`config.mk`:
```
export PLATFORM = sky130hd
export DESIGN_NAME = fifo_delay_reader
export DESIGN_NICKNAME = d
export VERILOG_FILES = /design/src/rtl/fifo_delay_reader.sv
export SDC_FILE = /design/constraint.sdc
export NUM_CORES = 1
export LEC_CHECK = 0
export BUFFER_PORTS_ARGS = -buffer_cell sky130_fd_sc_hd__buf_2
export CORE_MARGIN = 2
export CORE_UTILIZATION = 35
export DETAILED_ROUTE_END_ITERATION = 12
export PLACE_DENSITY = 0.63
export SKIP_CTS_REPAIR_TIMING = 1
export SLEW_MARGIN = 10
export SYNTH_ARGS = -nofsm -noshare
export SYNTH_HDL_FRONTEND = slang
export SYNTH_SLANG_ARGS = --single-unit
```
`constraint.sdc`:
```
create_clock -name clk -period 3.35 [get_ports clk]
set_input_delay 0.5025 -clock clk [delete_from_list [all_inputs] [get_ports clk]]
set_output_delay 0.5025 -clock clk [all_outputs]
set_load 0.01 [all_outputs]
```
`src/rtl/fifo_delay_reader.sv`:
```
// Read-side controller for a fixed-latency FIFO: issues reads against buffer
// credit, tracks them through the read pipeline and re-emits them as a valid/ready stream.
module fifo_delay_reader #(
  parameter int DATA_WIDTH     = 8,
  parameter int PIPELINE_DEPTH = 4,
  parameter int BUF_DEPTH      = 6,
  parameter int CNT_WIDTH      = 16
) (
  input  logic                                clk,
  input  logic                                rst_n,
  input  logic                                enable,
  input  logic                                fifo_empty,
  input  logic [DATA_WIDTH-1:0]               fifo_data,
  output logic                                fifo_read_en,
  output logic                                m_valid,
  input  logic                                m_ready,
  output logic [DATA_WIDTH-1:0]               m_data,
  output logic [$clog2(PIPELINE_DEPTH+1)-1:0] in_flight,
  output logic                                idle,
  output logic [CNT_WIDTH-1:0]                words_out
);

  localparam int IFW = $clog2(PIPELINE_DEPTH+1);
  localparam int OCW = $clog2(BUF_DEPTH+1);
  localparam int PW  = $clog2(BUF_DEPTH);
  localparam int SW  = ((IFW > OCW) ? IFW : OCW) + 1;

  logic [PIPELINE_DEPTH-1:0] pend_q, pend_d;
  logic [PW-1:0]             wr_ptr_q, wr_ptr_d, rd_ptr_q, rd_ptr_d;
  logic [OCW-1:0]            occ_q, occ_d;
  logic [CNT_WIDTH-1:0]      words_q, words_d;
  logic [DATA_WIDTH-1:0]     mem [BUF_DEPTH];
  logic                      push, pop, credit;

  function automatic logic [PW-1:0] ptr_inc(input logic [PW-1:0] p);
    return (p == PW'(BUF_DEPTH-1)) ? '0 : p + PW'(1);
  endfunction

  always_comb begin
    in_flight = '0;
    for (int i = 0; i < PIPELINE_DEPTH; i++) in_flight = in_flight + IFW'(pend_q[i]);
  end

  // Credit counts words still in the read pipe plus words buffered; a same-cycle
  // pop is deliberately ignored so the issue path stays free of m_ready.
  assign credit       = (SW'(in_flight) + SW'(occ_q)) < SW'(BUF_DEPTH);
  assign fifo_read_en = rst_n && enable && !fifo_empty && credit;

  assign push      = pend_q[PIPELINE_DEPTH-1];
  assign m_valid   = (occ_q != '0);
  assign pop       = m_valid && m_ready;
  assign m_data    = m_valid ? mem[rd_ptr_q] : '0;
  assign idle      = (pend_q == '0) && (occ_q == '0);
  assign words_out = words_q;

  generate
    if (PIPELINE_DEPTH == 1) begin : g_pend1
      assign pend_d = fifo_read_en;
    end else begin : g_pendn
      assign pend_d = {pend_q[PIPELINE_DEPTH-2:0], fifo_read_en};
    end
  endgenerate

  always_comb begin
    wr_ptr_d = push ? ptr_inc(wr_ptr_q) : wr_ptr_q;
    rd_ptr_d = pop  ? ptr_inc(rd_ptr_q) : rd_ptr_q;
    occ_d    = occ_q;
    if (push && !pop)      occ_d = occ_q + OCW'(1);
    else if (pop && !push) occ_d = occ_q - OCW'(1);
    words_d  = pop ? words_q + CNT_WIDTH'(1) : words_q;
  end

  always_ff @(posedge clk or negedge rst_n) begin
    if (!rst_n) begin
      pend_q   <= '0;
      wr_ptr_q <= '0;
      rd_ptr_q <= '0;
      occ_q    <= '0;
      words_q  <= '0;
    end else begin
      pend_q   <= pend_d;
      wr_ptr_q <= wr_ptr_d;
      rd_ptr_q <= rd_ptr_d;
      occ_q    <= occ_d;
      words_q  <= words_d;
    end
  end

  // Storage needs no reset: m_data is masked whenever the buffer is empty.
  always_ff @(posedge clk) begin
    if (push) mem[wr_ptr_q] <= fifo_data;
  end

endmodule

```
Word-level counts from Yosys, hierarchy flattened. Memories as Yosys holds them, arrays and structs flattened. Cells that the tools add are included.

Memories: 1. Input bits: 13. Register bits after elaboration: 29. Memory bits (writable): 48. Output and inout bits: 30. Word-level logic and storage cells: 39.

Memories: mem (depth 6, width 8, rd ports 1, clocked after Yosys merged registers in 0, write ports 1, line 32) `logic [DATA_WIDTH-1:0] mem [BUF_DEPTH];`.

$lt $le $gt $ge: 1. Reductions and logical operators: 14. Add/sub/neg operators: 9. Equal/unequal tests: 2. Muxes and demuxes: 7.

Operator list (number): $add 16x1->16 const B (1); $mux 3 (4); $add 3x1->3 const B (3); $mux 8 (1); $logic_and 1x1->1 (7); $eq 3x3->1 const B (2); $add 3x3->4 (1); $logic_not 4->1 (1); $lt 4x3->1 const B (1); $add 2x1->3 (1); $add 3x1->3 (1); $logic_not 1->1 (3); $logic_not 3->1 (1); $reduce_bool 3->1 (1); $sub 3x1->3 const B (1); $add 1x1->2 (1); $mux 1 (2); $reduce_bool 2->1 (1).

Depth between registers and ports, before layout.
Depth after elaboration: 6. Gate-level depth with buffers: 9. Gate-level depth less buffers: 9.

Worst setup path after synthesis. Ideal clock, no wire load.

Path kind: register -> output. From: register pend_q[3]. To: output port fifo_read_en. Slack: 0.106 ns. Data required time: 2.847 ns. Stages on the path, launching flop included: 9. Path buffers: 0. Arrival: 2.741 ns. Cell sequence: dfrtp_1 -> fa_1 -> ha_1 -> ha_1 -> inv_1 -> fa_1 -> nor2b_1 -> a311o_1 -> a211oi_1.

Longest elaborated chain between the ends: 4.

Ends and longest elaborated chain: start: declaration (line 28) `logic [PIPELINE_DEPTH-1:0] pend_q, pend_d;`; start signal: assignment (line 81) `pend_q <= pend_d;`; $add 3x1->3 (line 41) `for (int i = 0; i < PIPELINE_DEPTH; i++) in_flight = in_flight + IFW'(pend_q[i]);`; named net in_flight[1] (line 18) `output logic [$clog2(PIPELINE_DEPTH+1)-1:0] in_flight,`; $add 3x3->4 (line 46) `assign credit = (SW'(in_flight) + SW'(occ_q)) < SW'(BUF_DEPTH);`; $lt 4x3->1 (line 46); $logic_and 1x1->1 (line 47) `assign fifo_read_en = rst_n && enable && !fifo_empty && credit;`; end: declaration (line 14) `output logic fifo_read_en,`.

The timed path passes the listed nets, and every way through them passes these cells.

Worst setup path in the final report.
From: register pend_q[3]. To: output port fifo_read_en.

Longest elaborated chain between the ends: 4.

Ends and longest elaborated chain (line): $add 3x1->3 (41); $add 3x3->4 (46); $lt 4x3->1 (46); $logic_and 1x1->1 (47).

No other way between the ends.

==> results_dict.tcl <==
set metrics [dict create \
    synth_top_area_share 0.4455 \
    synth_seq_cells 77 \
    final_net_count 289 \
    port_buffers 42 \
    synthCells 210 \
    slew_headroom 0.4313 \
    placement_rows 35 \
    drtPass1Iterations 4 \
    timing_worst_setup_path_type "flop to output port" \
    dieArea_um2 10030 \
    rsz0062_at_grt "yes" \
    num_vias 1909 \
    yosysTopAreaCell "edfxtp_1" \
    worst-path-max-fanout 2 \
    path_cells "fa_1 > ha_2 > ha_4 > inv_2 > fa_1 > nor2b_1 > a311o_1 > a211oi_2 > buf_2" \
    cts_tree "yes" \
    power.total_uw 2901 \
    worst_ep_arrival_time_ns 2.98 \
    cp-start-kind "flop" \
    stdcell_count 382 \
    synth.distinct_cells 35 \
    end_kind "output port" \
    totalWireLength_um 6051 \
    viasPerCell 4.997 \
    drive_gt1_frac 0.3284 \
    slew_viol_final 0 \
    rrSetupSlack_ns 0.80 \
    min_path_type "input port to asynchronous set/reset pin" \
    core_um2 9109 \
    drt_iter0_markers 86 \
    regToRegStartpoint "pend_q[3]" \
    wire_per_inst_um 15.84 \
    fmax_mhz 287.2 \
    synth_seq_area_share 0.6698 \
    clk_pin_slew_ns 0.08 \
    worst_pin_slew_ns 0.8485 \
    period_share 1.039 \
    crit_path_frequent_cell "fa_1" \
    synthesis.area_um2 3236 \
    critPathMaxStageDelay_ns 0.50 \
    synth_flop_cell "edfxtp_1" \
    htreeDepth 3 \
    failed_checks "negative setup slack" \
    grt_overflow 0 \
    avgSynthCellArea_um2 15.41 \
    final_common_cell "edfxtp_1" \
    crit_buf_inv 2 \
    area_delta_synth_final_pct 18.79 \
    numClockSinks 77 \
    grt_pass1_vias 1830 \
    slowest_stage "fa_1" \
    dp.cells 364 \
    setup_violations 1 \
    antenna_cells 0 \
    ir_worst_vdd_mv 0.2470 \
    synth-edff-count 48 \
    die_w_um 100.2 \
    grt.total_usage 0.1292 \
    placed_cell_area_um2 3605 \
    syn_nets 233 \
    antenna_left 0 \
    async_flop_share 0.3766 \
    grt_pass1_wl_um 9715 \
    cts_buffers 9 \
    ys_top_cells_by_area "edfxtp_1 (45%), dfrtp_1 (22%), mux4_2 (5.6%)" \
    drc 0 \
    p_per_area_nw_per_um2 754.6 \
    antenna_found_initial 0 \
    start_util 0.3552 \
    layout_common_cells "edfxtp_1 (48), buf_2 (42), dfrtp_1 (29)" \
    setup_slack_ns -0.1317 \
    max-clock-path-buffers 2 \
    clk_latency_ns 0.35 \
    dp_hpwl_um 4079 \
    ios 43 \
    cp_data_required_time_ns 2.85 \
    final.min_clock_period_ns 3.482 \
    p_leak_uw 0.001532 \
    ff2ff_path_depth 8 \
    r2r-end "pend_q[0]" \
    cts_root_buf "clkbuf_8" \
    status "finished with violations" \
    gp_congestion 0.7449 \
    grt_max_degree 30 \
    yosysWarnings 0 \
    final_area_um2 3844 \
    cpLargestDelayFamily "adder cells" \
    die_h_um 100.2 \
    finalHoldViolations 0 \
    drv_cap 0 \
    skew_ns 0.008024 \
    hold_ws_ns 0.1870 \
]
state kept, by name, summed over array words and instances, names as in the netlist:
register	flops
mem	48
words_out	16
pend_q	4
occ_q	3
rd_ptr_q	3
wr_ptr_q	3
routing by layer:
layer  GRT usage  vias to the layer above  routed length [um]
met5           0                        -                   0
met4     0.07692                        0                 175
met3     0.01811                       14                 129
met2      0.1962                       32                2893
met1      0.1773                      973                2852
li1            -                      890                   -
kinds of logic after synthesis:
family                   Yosys count  synth area share
flip-flops                        77            0.6698
AND/OR/NAND/NOR                   68            0.1206
XOR/XNOR                          20           0.05414
AO/OA/AOI/OAI                     14           0.02939
buffers and inverters             11           0.01779
multiplexers                      10           0.06264
adder cells (fa/ha/maj)           10           0.04563
worst max-delay path by stage:
stage	depth (start not counted)	startpoint	slack, ns	to
after floorplan	8	pend_q[3]	0.11	fifo_read_en
after global placement	9	pend_q[0]	0.09	fifo_read_en
after detailed placement	9	pend_q[0]	0.004	fifo_read_en
after CTS	9	pend_q[0]	-0.40	fifo_read_en
after global routing	9	pend_q[3]	-0.23	fifo_read_en
final	9	pend_q[3]	-0.13	fifo_read_en
report_power, final:
part | internal [uW] | switching (uW)
combinational | 414 | 438
clock | 356 | 360
sequential | 1130 | 199
total | 1900 | 998
cells in the mapped netlist (5+ instances only):
master    count
mux4_2        8
o22ai_1       8
inv_1         5
nor3_1       12
xnor2_1      13
edfxtp_1     48
xor2_1        7
nand2_1      14
nor2_1       14
dfrtp_1      29
nand3_1       6
ha_1          7
layout make-up:
class | count | area, um^2
Timing Repair Buffer | 50 | 270.3
Clock inverter | 7 | 80.08
Fill cell | 855 | 5265
Sequential cell | 77 | 2167
Tap cell | 111 | 138.9
Clock buffer | 9 | 123.9
Inverter | 6 | 22.52
Multi-Input combinational cell | 122 | 1041
metrics by stage:
step	setup WS, ns	util	setup TNS, ns
6_report	-0.1317	0.4220	-0.1317
5_1_grt	-0.2250	0.4220	-0.2250
4_1_cts	-0.4042	0.4181	-0.4042
3_5_place_dp	0.003774	0.3957	0
3_3_place_gp	0.09108	0.3957	0
2_1_floorplan	0.1060	-	0
Power figures use the tool's default switching activity.
